`src/rtl/divide_unit.sv`:
```
// Iterative 32-bit restoring divider with a 33-cycle start-to-done latency.
// Signed (RV32M DIV/REM) support is compiled in only when DIVIDE_UNIT_SIGNED_EN is defined.
module divide_unit #(
  parameter int XLEN = 32
) (
  input  logic            clock,
  input  logic            reset,
  input  logic            start,
  input  logic            op_signed,
  input  logic [XLEN-1:0] dividend,
  input  logic [XLEN-1:0] divisor,
  output logic            busy,
  output logic            done,
  output logic [XLEN-1:0] quotient,
  output logic [XLEN-1:0] remainder,
  output logic            div_by_zero
);

  typedef enum logic [1:0] {IDLE, CALC, DONE} state_t;

  state_t          state_q, state_d;
  logic [5:0]      cnt_q, cnt_d;
  logic            busy_q, busy_d;
  logic            done_q, done_d;
  logic [XLEN-1:0] quotient_q, quotient_d;
  logic [XLEN-1:0] remainder_q, remainder_d;
  logic            div_by_zero_q, div_by_zero_d;

  // Working registers: partial remainder, dividend/quotient shifter, divisor.
  logic [XLEN-1:0] acc_q, acc_d;
  logic [XLEN-1:0] quo_q, quo_d;
  logic [XLEN-1:0] dvs_q, dvs_d;
  logic            dbz_q, dbz_d;

  logic [XLEN-1:0] dvd_mag, dvs_mag;
  logic [XLEN:0]   shifted;
  logic [XLEN-1:0] trial;
  logic            step_bit;
  logic [XLEN-1:0] step_acc;

`ifdef DIVIDE_UNIT_SIGNED_EN
  logic neg_quo_q, neg_quo_d;
  logic neg_rem_q, neg_rem_d;
  logic sign_a, sign_b;

  function automatic logic [XLEN-1:0] twos_neg(input logic [XLEN-1:0] v);
    return ~v + 1'b1;
  endfunction

  always_comb begin
    sign_a  = op_signed & dividend[XLEN-1];
    sign_b  = op_signed & divisor[XLEN-1];
    dvd_mag = sign_a ? twos_neg(dividend) : dividend;
    dvs_mag = sign_b ? twos_neg(divisor) : divisor;
  end
`else
  logic op_signed_unused;
  assign op_signed_unused = op_signed;
  assign dvd_mag = dividend;
  assign dvs_mag = divisor;
`endif

  // One restoring step: shift in the next dividend bit, subtract if it fits.
  always_comb begin
    shifted  = {acc_q, quo_q[XLEN-1]};
    step_bit = (shifted >= {1'b0, dvs_q});
    trial    = shifted[XLEN-1:0] - dvs_q;
    step_acc = step_bit ? trial : shifted[XLEN-1:0];
  end

  always_comb begin
    state_d       = state_q;
    cnt_d         = cnt_q;
    acc_d         = acc_q;
    quo_d         = quo_q;
    dvs_d         = dvs_q;
    dbz_d         = dbz_q;
    done_d        = 1'b0;
    quotient_d    = quotient_q;
    remainder_d   = remainder_q;
    div_by_zero_d = div_by_zero_q;
`ifdef DIVIDE_UNIT_SIGNED_EN
    neg_quo_d     = neg_quo_q;
    neg_rem_d     = neg_rem_q;
`endif
    case (state_q)
      IDLE, DONE: begin
        if (start) begin
          state_d = CALC;
          cnt_d   = 6'd32;
          acc_d   = '0;
          quo_d   = dvd_mag;
          dvs_d   = dvs_mag;
          dbz_d   = (divisor == '0);
`ifdef DIVIDE_UNIT_SIGNED_EN
          neg_quo_d = sign_a ^ sign_b;
          neg_rem_d = sign_a;
`endif
        end else begin
          state_d = IDLE;
        end
      end
      CALC: begin
        if (cnt_q != 6'd0) begin
          acc_d = step_acc;
          quo_d = {quo_q[XLEN-2:0], step_bit};
          cnt_d = cnt_q - 6'd1;
        end else begin
          // Final edge: apply sign fix-up and publish the result.
          state_d       = DONE;
          done_d        = 1'b1;
          div_by_zero_d = dbz_q;
`ifdef DIVIDE_UNIT_SIGNED_EN
          quotient_d    = dbz_q ? '1 : (neg_quo_q ? twos_neg(quo_q) : quo_q);
          remainder_d   = neg_rem_q ? twos_neg(acc_q) : acc_q;
`else
          quotient_d    = quo_q;
          remainder_d   = acc_q;
`endif
        end
      end
      default: state_d = IDLE;
    endcase
    busy_d = (state_q == CALC) && (state_d == CALC);
  end

  always_ff @(posedge clock or posedge reset) begin
    if (reset) begin
      state_q       <= IDLE;
      cnt_q         <= '0;
      busy_q        <= 1'b0;
      done_q        <= 1'b0;
      quotient_q    <= '0;
      remainder_q   <= '0;
      div_by_zero_q <= 1'b0;
    end else begin
      state_q       <= state_d;
      cnt_q         <= cnt_d;
      busy_q        <= busy_d;
      done_q        <= done_d;
      quotient_q    <= quotient_d;
      remainder_q   <= remainder_d;
      div_by_zero_q <= div_by_zero_d;
    end
  end

  always_ff @(posedge clock) begin
    acc_q <= acc_d;
    quo_q <= quo_d;
    dvs_q <= dvs_d;
    dbz_q <= dbz_d;
`ifdef DIVIDE_UNIT_SIGNED_EN
    neg_quo_q <= neg_quo_d;
    neg_rem_q <= neg_rem_d;
`endif
  end

  assign busy        = busy_q;
  assign done        = done_q;
  assign quotient    = quotient_q;
  assign remainder   = remainder_q;
  assign div_by_zero = div_by_zero_q;

endmodule

```
`config.mk`:
```
export PLATFORM = sky130hd
export DESIGN_NAME = divide_unit
export DESIGN_NICKNAME = d
export VERILOG_FILES = /design/src/rtl/divide_unit.sv
export SDC_FILE = /design/constraint.sdc
export NUM_CORES = 1
export LEC_CHECK = 0
export CAP_MARGIN = 20
export CELL_PAD_IN_SITES_DETAIL_PLACEMENT = 1
export CELL_PAD_IN_SITES_GLOBAL_PLACEMENT = 2
export CORE_AREA = 10 10 168 170
export CTS_CLUSTER_DIAMETER = 30
export DETAILED_ROUTE_END_ITERATION = 10
export DIE_AREA = 0 0 178 180
export PLACE_DENSITY = 0.8
export SYNTH_ARGS = -nofsm -noshare
export SYNTH_HDL_FRONTEND = slang
export SYNTH_SLANG_ARGS = --single-unit
```
`constraint.sdc`:
```
create_clock -name clock -period 5.6 [get_ports clock]
set_clock_uncertainty 0.05 [all_clocks]
set_input_delay 1.12 -clock clock [delete_from_list [all_inputs] [get_ports clock]]
set_output_delay 1.12 -clock clock [all_outputs]
set_load 0.05 [all_outputs]
```
## Word level (Yosys, flattened, before mapping)

Index checks and enable logic that the tools add are counted.

| storage, ports and cells | value |
|---|---|
| flip-flop bits (word level) | 172 |
| input bits | 68 |
| output and inout port bits | 67 |
| logic and storage cells | 44 |

| cells by class | value |
|---|---|
| add/subtract/negate cells | 2 |
| order comparisons | 1 |
| equal/unequal tests | 5 |
| mux-type cells | 15 |
| bitwise gates (word level) | 1 |
| reductions and logical operators | 9 |

Operators with widths:

| cell | number |
|---|---|
| 32-bit two-way mux | 5 |
| 32-bit case mux with 2 select lines | 2 |
| 33-bit by 32-bit >= comparator with 1-bit output | 1 |
| 32-bit zero test | 1 |
| 32-bit subtractor | 1 |
| 6-bit two-way mux | 2 |
| 6-bit case mux with 2 select lines | 1 |
| 6-bit nonzero test | 1 |
| 6-bit by 1-bit subtractor with 6-bit output, second input constant | 1 |
| 2-bit by 1-bit equality test with 1-bit output, second input constant | 2 |
| 2-bit inequality test, second input constant | 2 |
| 2-bit case mux with 2 select lines | 1 |
| 2-bit AND reduction | 2 |
| 1-bit two-way mux | 3 |
| 3-bit AND reduction | 1 |
| 2-bit equality test, second input constant | 1 |
| 2-bit zero test | 1 |
| 2-bit two-way mux | 1 |
| 2-bit nonzero test | 1 |
| 2-bit OR reduction | 1 |
| 1-bit logical AND | 1 |
| 1-bit NOT | 1 |

## Logic depth before layout (Yosys ltp)

| logic depth | value |
|---|---|
| depth in word-level cells | 5 |
| mapped depth | 14 |
| mapped depth without buffers | 11 |

## Least setup slack after synthesis

No wires, ideal clock.

| path | value |
|---|---|
| kind | in2reg |
| start point | in start |
| end point | reg acc_q[0], enable pin |
| setup time | 0.419 ns |
| arrival time | 4.424 ns |
| data required time | 5.131 ns |
| slack | 0.707 ns |
| stages | 3 |
| buffers on the path | 0 |
| cell sequence | nor2b_1 -> nor2_1 -> inv_1 |

| on the way | value |
|---|---|
| word-level cells in the longest chain between the ends | 2 |

RTL lines:

| item | line | text |
|---|---|---|
| start, declared | 8 | `input logic start,` |
| 2-bit inequality test (no source line) | -- |  |
| 3-bit AND reduction (no source line) | -- |  |
| end signal, assigned | 148 | `acc_q <= acc_d;` |
| end, declared | 30 | `logic [XLEN-1:0] acc_q, acc_d;` |

Every way passes these cells.
A chain may end at the register's enable or synchronous reset.

## Worst setup path in the final report

| path | value |
|---|---|
| start point | reg acc_q[5] |
| end point | reg acc_q[24] (data pin) |

| on the way | value |
|---|---|
| word-level cells in the longest chain between the ends | 4 |
| elaborated cells between the ends (all ways) | 5 |
| classes of those cells | 1 x add/sub; 1 x order compare; 3 x mux |

RTL lines:

| item | line | text |
|---|---|---|
| 32-bit subtractor / 33-bit by 32-bit >= comparator with 1-bit output (equally long branches) | 67, 66 |  |
| 32-bit two-way mux * | 68 | `step_acc = step_bit ? trial : shifted[XLEN-1:0];` |
| 32-bit two-way mux * | 104 | `if (cnt_q != 6'd0) begin` |
| 32-bit case mux with 2 select lines * | 86 | `case (state_q)` |

Mark *: on every way between the ends. The rest lies on a longest branch, timed or not. The select of a mux whose other input is x is not followed.

==> flow_summary.yaml <==
clock_network:
  path_clk_slew_ns: 0.08
  clockRootBuffer: "clkbuf_16"
  worstSkewPairLatency_ns: 0.43
  clk_path_buf_depth: 2
  cts_made_buffers: 17
  numClockSinks: 172
  cts_resized: 0
  cts_setup_buffers: 0
  htreeDepth: 4
  cts_hold_buf: 0
  tritoncts: "yes"
grt:
  grt_pass1_wl_mm: 37.4
  antenna_found_initial: 0
  grt_max_degree: 64
  gr-total-overflow: 0
  grt_pass1_vias: 6526
  grt_usage: 0.148
routing:
  wl_mm: 23.5
  wl_per_cell_um: 18.9
  drc_errors: 0
  ant_nets: 0
  routed-via-count: 6183
  via_per_inst: 4.97
  first_pass_iters: 4
  dr.first_iter.drc_count: 332
power:
  power.total_mw: 7.23
  leakage_nw: 4.62
  vdd_ir_drop_max_uv: 212
  power_density_nw_per_um2: 663
synthesis:
  synth-main-ff-cell: "edfxtp_1"
  avgSynthCellArea_sq_um: 11.2
  synth_edf_count: 97
  synth_area_leaders: "edfxtp_1, dfrtp_1, mux2_2"
  synthTopCellsByCount: "nand2_1, edfxtp_1, dfrtp_1, mux2_2, inv_1"
  synthDistinctLibCells: 61
  synth_seq_cells: 172
  synth_top_area_cell: "edfxtp_1"
  yosysSeqAreaShare: 0.558
  synth_area_sq_um: 8580
  synthCells: 769
  syn_nets: 871
  async_flop_share: 0.436
  synth_top_cell_area_share: 0.340
  ys.warnings.count: 0
  synth.most_common_cell: "nand2_1"
setup_path:
  critPathMaxFanout: 18
  worstPathArrival_ns: 3.76
  critPathLaunchType: "flop"
  end_kind: "flop"
  critPathKind: "reg2reg"
  required_ns: 5.82
flow_run:
  cap_viol_max_count: 0
cells_and_area:
  fillers: 2662
  seqCellArea_sq_um: 4790
  drive_gt1_frac: 0.136
  n_antenna_cell: 0
  area_growth_pct: 27.1
  multi_input_area_sq_um: 3530
  final_design_area_no_fill_sq_um: 10900
  nets: 1002
  fin_util: 0.438
placed_design:
  dpl_cell_area_sq_um: 10300
  place_congestion: 0.799
  io_buffer_count: 133
  hpwl_mm: 16.8
floorplan:
  initial_core_util: 0.345
  die_w_um: 178
  rows: 58
  die_h_um: 180
  fp.dieArea_sq_um: 32000
  ios: 135
  core_sq_um: 24900
sta:
  maxSlewViolCount: 0
  fin_crit_ns: 3.55
  finalHoldViolations: 0
  max_freq_mhz: 282
  worstMarginPinSlew_ns: 0.833
  setup_viol: 0
  slew_headroom: 0.444
  fin_setup_tns_ns: 0
  period_share: 0.633
  rsz0062_at_grt: "false"
outcome:
  status: "finished clean"
min_path:
  hold_path.class: "reg2reg"
[worst max-delay path: stages, from the launching register on]
cell	delay, ns
edfxtp_1	0.44
ha_1	0.39
and2_1	0.28
o2111ai_2	0.16
a31oi_4	0.24
nor4_2	0.11
o31a_1	0.43
o21ai_2	0.51
buf_4	0.36
nand2_1	0.17
o21ai_0	0.23
[where the power goes]
part | switching, mW | leakage [nW] | internal [mW]
clock network | 0.598 | 0.300 | 0.649
registers | 0.305 | 1.94 | 2.04
logic | 2.29 | 2.38 | 1.34
[path summary, 6_finish.rpt]
check | from | cells past startpoint | slack [ns] | to
worst max-delay path | acc_q[5]$_SDFFCE_PN0P_ | 10 | 2.05 | acc_q[24]$_SDFFCE_PN0P_
worst min-delay path | dbz_q$_DFFE_PP_ | 1 | 0.44 | div_by_zero$_DFFE_PP0P_
worst max register to register | acc_q[5]$_SDFFCE_PN0P_ | 10 | 2.05 | acc_q[24]$_SDFFCE_PN0P_
worst min register to register | dbz_q$_DFFE_PP_ | 1 | 0.44 | div_by_zero$_DFFE_PP0P_
max in group asynchronous | reset | 3 | 3.44 | remainder[5]$_DFFE_PP0P_
min in group asynchronous | reset | 2 | 1.00 | quotient[21]$_DFFE_PP0P_
[metal layers]
metal / part of all wire / global-route usage
met4: 0.0080 / 0.0340
met5: 0 / 0
met1: 0.47 / 0.197
met3: 0.031 / 0.0277
met2: 0.49 / 0.242
[layout by cell type, fill, tap and decap left out, types with 3 or more instances in the layout]
master | Yosys | final
xnor2_1 | 12 | 12
nor4_1 | 10 | 10
dfrtp_1 | 75 | 75
o31a_1 | 7 | 7
nand2_1 | 151 | 151
nor2_1 | 30 | 29
nor2b_1 | 7 | 5
nand3_1 | 14 | 14
clkinv_8 | 0 | 3
and3_1 | 7 | 7
o21bai_1 | 3 | 3
xor2_1 | 8 | 8
clkbuf_16 | 0 | 17
or3b_2 | 3 | 3
and2_1 | 6 | 6
inv_8 | 0 | 5
o21a_1 | 9 | 9
edfxtp_1 | 97 | 97
o21ai_0 | 23 | 23
nor3_1 | 12 | 12
clkdlybuf4s50_1 | 0 | 133
a21oi_1 | 44 | 44
inv_1 | 46 | 44
o211ai_1 | 6 | 6
a21o_1 | 10 | 10
ha_1 | 33 | 33
a211oi_1 | 7 | 7
nand4_1 | 7 | 7
o31ai_1 | 4 | 4
buf_4 | 0 | 7
or4_1 | 4 | 4
mux2_2 | 67 | 67
or3_1 | 4 | 4
o211a_1 | 3 | 3
[sequential cells by signal (all words and copies together), names as in the netlist]
signal,cells
acc_q,32
busy,1
cnt_q,6
dbz_q,1
div_by_zero,1
done,1
dvs_q,32
quo_q,32
quotient,32
remainder,32
state_q,2
[final cells by class]
type / count / share of cell area
multi-input combinational: 523 / 0.324
clock buffer: 17 / 0.0390
timing repair buffer: 140 / 0.127
tap: 330 / 0.0379
inverter: 46 / 0.0159
sequential: 172 / 0.439
clock inverter: 15 / 0.0176
[kinds of logic (layout without fill, tap and decap cells)]
family                     Yosys count  count (layout)  share of synthesized area
and+or+nand+nor                    268             268                      0.144
DFF                                172             172                      0.558
AOI/OAI and AO/OA                  134             134                      0.105
buffers and inverters               74             218                     0.0340
muxes                               67              67                     0.0879
adders and majority gates           34              34                     0.0505
xor gates and xnor gates            20              20                     0.0204
[stage by stage]
stage               hold WS (ns)  instances  setup WS [ns]
floorplan                  0.404        769          0.707
global placement           0.409       1211           1.78
detailed placement         0.437       1211           1.73
CTS                        0.451       1243           1.99
global route               0.466       1243           1.78
finish                     0.442       1243           2.05
Note: power is estimated with default switching activity, not from simulation.
==> RTL edit 1, RTL diff (same flow settings) <==
Put one more register stage on the output `quotient`, without a reset. The value now appears one clock later. The other outputs are not delayed to match.
--- a/src/rtl/divide_unit.sv
+++ b/src/rtl/divide_unit.sv
@@ -159,3 +159,5 @@
   assign done        = done_q;
-  assign quotient    = quotient_q;
+  always_ff @(posedge clock) begin
+    quotient <= quotient_q;
+  end
   assign remainder   = remainder_q;
Check against the original RTL: same outputs for any inputs over 10 cycles, from zero or initial values and one cycle with reset high; that may be too few to reach the edited logic, so the function may still have changed.
==> RTL edit 1 against the unedited design <==
- global-route usage increased by 0.12 points
- final area increased by 13%
- routed wire length increased by 3.3%
- synthesized area increased by 6.2%
- first-iteration DRC count decreased by 19%
- total power increased by 26%
- worst setup slack got worse by 0.35 ns
- largest power group unchanged
- core utilization increased by 5.8 points
- non-clock buffer count increased by 2
- sequential cell count increased by 32
- combinational power increased by 2%
- synthesized cell count increased by 16%
==> RTL edit 1: results (changes against the unedited design) <==
Outcome: complete, no violations
Share of cells above drive strength 1: 0.0900 (-0.0458)
FF+latch area: 0.00543 mm^2 (+13%)
Cell variety after synth: 47 (-23%)
H-Tree Depth: 2 (-2)
Met2 Resource Use GR: 0.249 (+0.00752)
Drt wl/cell: 17.2 um (-8.8%)
Fin cells: 1,408 (+13%)
Critical Path Fanout Max: 25 (+7)
Cts bufs inserted: 44 (+27)
Fill count: 2,712 (+1.9%)
Top post-synthesis cells by count: 311 x nand2_1, 97 x edfxtp_1, 75 x dfrtp_1, 45 x inv_1, 42 x nor2_1
Clock transition at the registers of the reported paths: 0.04 ns (-0.04 ns)
Met3 Use GR: 0.0285 (+0.000838)
Worst-Skew Late Latency: 0.52 ns (+0.09 ns)
Max VDD drop: 0.276 mV (+30%)
Largest net degree at the start of global routing: 69 (+7.8%)
Vias in the first global route: 7,352 (+13%)
Final nets: 1,145 (+14%)
1st-iter DRT viols: 269 (-19%)
First-pass GRT wire length: 38.6 mm (+3.2%)
Static leakage: 0.00565 uW (+22%)
Max clock buf depth: 3 (+1)
Placed insts: 1,326 (+9.5%)
Met1 usage: 0.188 (-0.00903)
Async SR Flop Fraction: 0.368 (-0.0684)
## RTL edit 1: changes by cell type after synthesis, moves of 7 or more
| cell | before | now |
|---|---|---|
| nand2_1 | 151 | 311 |
| mux2_2 | 67 | 0 |
| dfxtp_1 | 0 | 32 |
| mux2i_1 | 0 | 25 |
| a21oi_1 | 44 | 23 |
| a21o_1 | 10 | 22 |
| nor2_1 | 30 | 42 |
| clkbuf_1 | 18 | 26 |
| xnor2_1 | 12 | 19 |
## RTL edit 1: critical path: stages, from the launching register on
cell	delay, ns
edfxtp_1	0.41
ha_1	0.45
a21o_1	0.27
a21o_1	0.19
a21oi_2	0.22
o21ai_1	0.11
a21o_1	0.19
a21oi_2	0.18
o21ai_2	0.13
a41oi_4	0.57
buf_4	0.47
mux2i_1	0.28
nor2_1	0.07
## RTL edit 1: metal layers
metal  vias to the layer above  share of wire
met5                         -              0
met4                         0          0.021
met3                        36          0.048
met2                       136           0.48
met1                      3305           0.45
li1                       3304              -
## RTL edit 1: worst paths after layout
check                              startpoint            end  slack, ns  depth (start not counted)
worst max-delay path                acc_q[17]      acc_q[14]       1.71                         12
worst min-delay path            quotient_q[6]    quotient[6]       0.31                          0
worst max register to register      acc_q[17]      acc_q[14]       1.71                         12
worst min register to register  quotient_q[6]    quotient[6]       0.31                          0
max in group asynchronous               reset  quotient_q[5]       3.74                          4
min in group asynchronous               reset   remainder[8]       0.81                          2
## RTL edit 1: cell type report
type	instances	area share
clock inverter	23	0.0248
clock buffer	58	0.103
multi-input combinational	605	0.270
tap	330	0.0335
timing repair buffer	142	0.114
inverter	46	0.0141
sequential	204	0.440
## RTL edit 1: kinds of logic (layout without fill, tap and decap cells)
logic type | Yosys count | count (layout) | share of synthesized area
compound gates | 98 | 98 | 0.0725
buf+inv | 84 | 269 | 0.0389
mux | 25 | 25 | 0.0275
simple gates | 416 | 416 | 0.187
flops | 204 | 204 | 0.596
xor+xnor | 32 | 32 | 0.0308
fa+ha+maj | 34 | 34 | 0.0475
## RTL edit 1: report_power, final
group | internal, uW | switching, uW | leakage, uW
Combinational | 1320 | 2380 | 0.00266
Clock | 1860 | 823 | 0.000771
Sequential | 2380 | 324 | 0.00222
Total | 5570 | 3530 | 0.00565
## RTL edit 1: metrics by stage
stage	hold slack, ns	power (uW)	setup WS, ns
after floorplan	0.297	5350	1.72
final	0.313	9090	1.71
after global routing	0.317	9670	1.46
after detailed placement	0.305	6450	1.70
after global placement	0.303	6370	1.72
after CTS	0.316	9220	1.65
==> RTL edit 2, RTL diff (same flow settings) <==
Made on the original files. Set the parameter `XLEN` to 40 (it was 32).
--- a/src/rtl/divide_unit.sv
+++ b/src/rtl/divide_unit.sv
@@ -3,3 +3,3 @@
 module divide_unit #(
-  parameter int XLEN = 32
+  parameter int XLEN = 40
 ) (
Ports: changed (resized dividend, divisor, quotient and remainder); port bits go from 135 to 167. The function was not compared with the original's and may differ.
==> RTL edit 2 against the unedited design <==
- die area did not move
- synthesized area rose by 26%
- routed wire length rose by 37%
- final area rose by 35%
- sequential power up 23%
- clock power grew to 2.6 times the old value
- worst setup slack worse by 0.34 ns
- core utilization is 15 points higher
- first-iteration DRC count increased by 38%
- global-route usage grew 5.0 points
- total power increased by 49%
- sequential cell count up 40
- cell count is 36% higher
- critical path type unchanged
==> RTL edit 2: results (changes against the unedited design) <==
Outcome: complete, no violations
Sequential area share after synthesis: 0.546 (-0.0121)
Worst Tran Pin Value: 1.12 ns (+0.283 ns)
First-pass GRT wire length: 51.5 mm (+38%)
Final-layout non-clock buffer area share: 0.120 (-0.00667)
Top post-synthesis cells by count: 405 x nand2_1, 121 x edfxtp_1, 91 x dfrtp_1, 60 x inv_1, 54 x nor2_1
Fraction of area in registers: 0.402 (-0.0370)
Metal2 WL: 15.7 mm (+37%)
Worst path arrival time: 4.11 ns (+0.35 ns)
Static leakage: 0.00666 uW (+44%)
H-Tree Depth: 2 (-2)
Clkbuf count: 69 (+52)
Crit Reg-Reg Endpoint: acc_q[35]
Area Growth Syn to Fin: 35.8%
Fin cells: 1,687 (+36%)
Multi-input gates: 810 (+55%)
WL met1: 14.4 mm (+30%)
Pre-antenna DRT Iters: 5 (+1)
WL met3: 1.41 mm (+95%)
Critical Path Fanout Max: 54 (+36)
Via density: 5.20 (+4.5%)
RePlAce Congestion: 0.810 (+1.4%)
Post-synthesis compound-gate area fraction: 0.110 (+0.00551)
Max clock buf depth: 3 (+1)
Met1 usage: 0.255 (+0.0579)
Switching part of the total: 0.404 (-0.0380)
Int Power: 6420 uW (+59%)
Area of the multi-input gates: 0.00446 mm^2 (+26%)
Share of power burned in registers: 0.268 (-0.057)
Largest net degree at the start of global routing: 59 (-7.8%)
Post-Route WL: 32.0 mm (+37%)
Worst-Skew Late Latency: 0.54 ns (+0.11 ns)
Fin Hold WS: 0.399 ns (-0.0438 ns)
Max VDD drop: 0.388 mV (+83%)
-- RTL edit 2: changes by cell type after synthesis, moves of 8 or more --
cell      change
edfxtp_1     +24
nand2_1     +254
dfrtp_1      +16
mux2_2       -67
o21ai_0      +17
nor2_1       +24
a31oi_1       +9
mux2i_1      +14
clkbuf_1     +22
a21o_1       +12
xor2_1        +8
ha_1          +9
inv_1        +14
nor3_1        -9
-- RTL edit 2: worst max-delay path by stage --
stage,startpoint,to
floorplan,start,acc_q[0]
global placement,acc_q[37],acc_q[35]
detailed placement,acc_q[3],acc_q[38]
CTS,acc_q[3],acc_q[39]
global route,acc_q[2],acc_q[38]
finish,acc_q[37],acc_q[35]
-- RTL edit 2: worst max-delay path: stages (launching register included) --
cell and delay [ns]:
edfxtp_1 0.44, ha_1 0.42, a21oi_1 0.19, nor2_1 0.06
nor3_1 0.35, inv_1 0.11, a31oi_1 0.83, buf_4 0.35
nor2_8 0.18, and4_1 0.27, or3_1 0.35
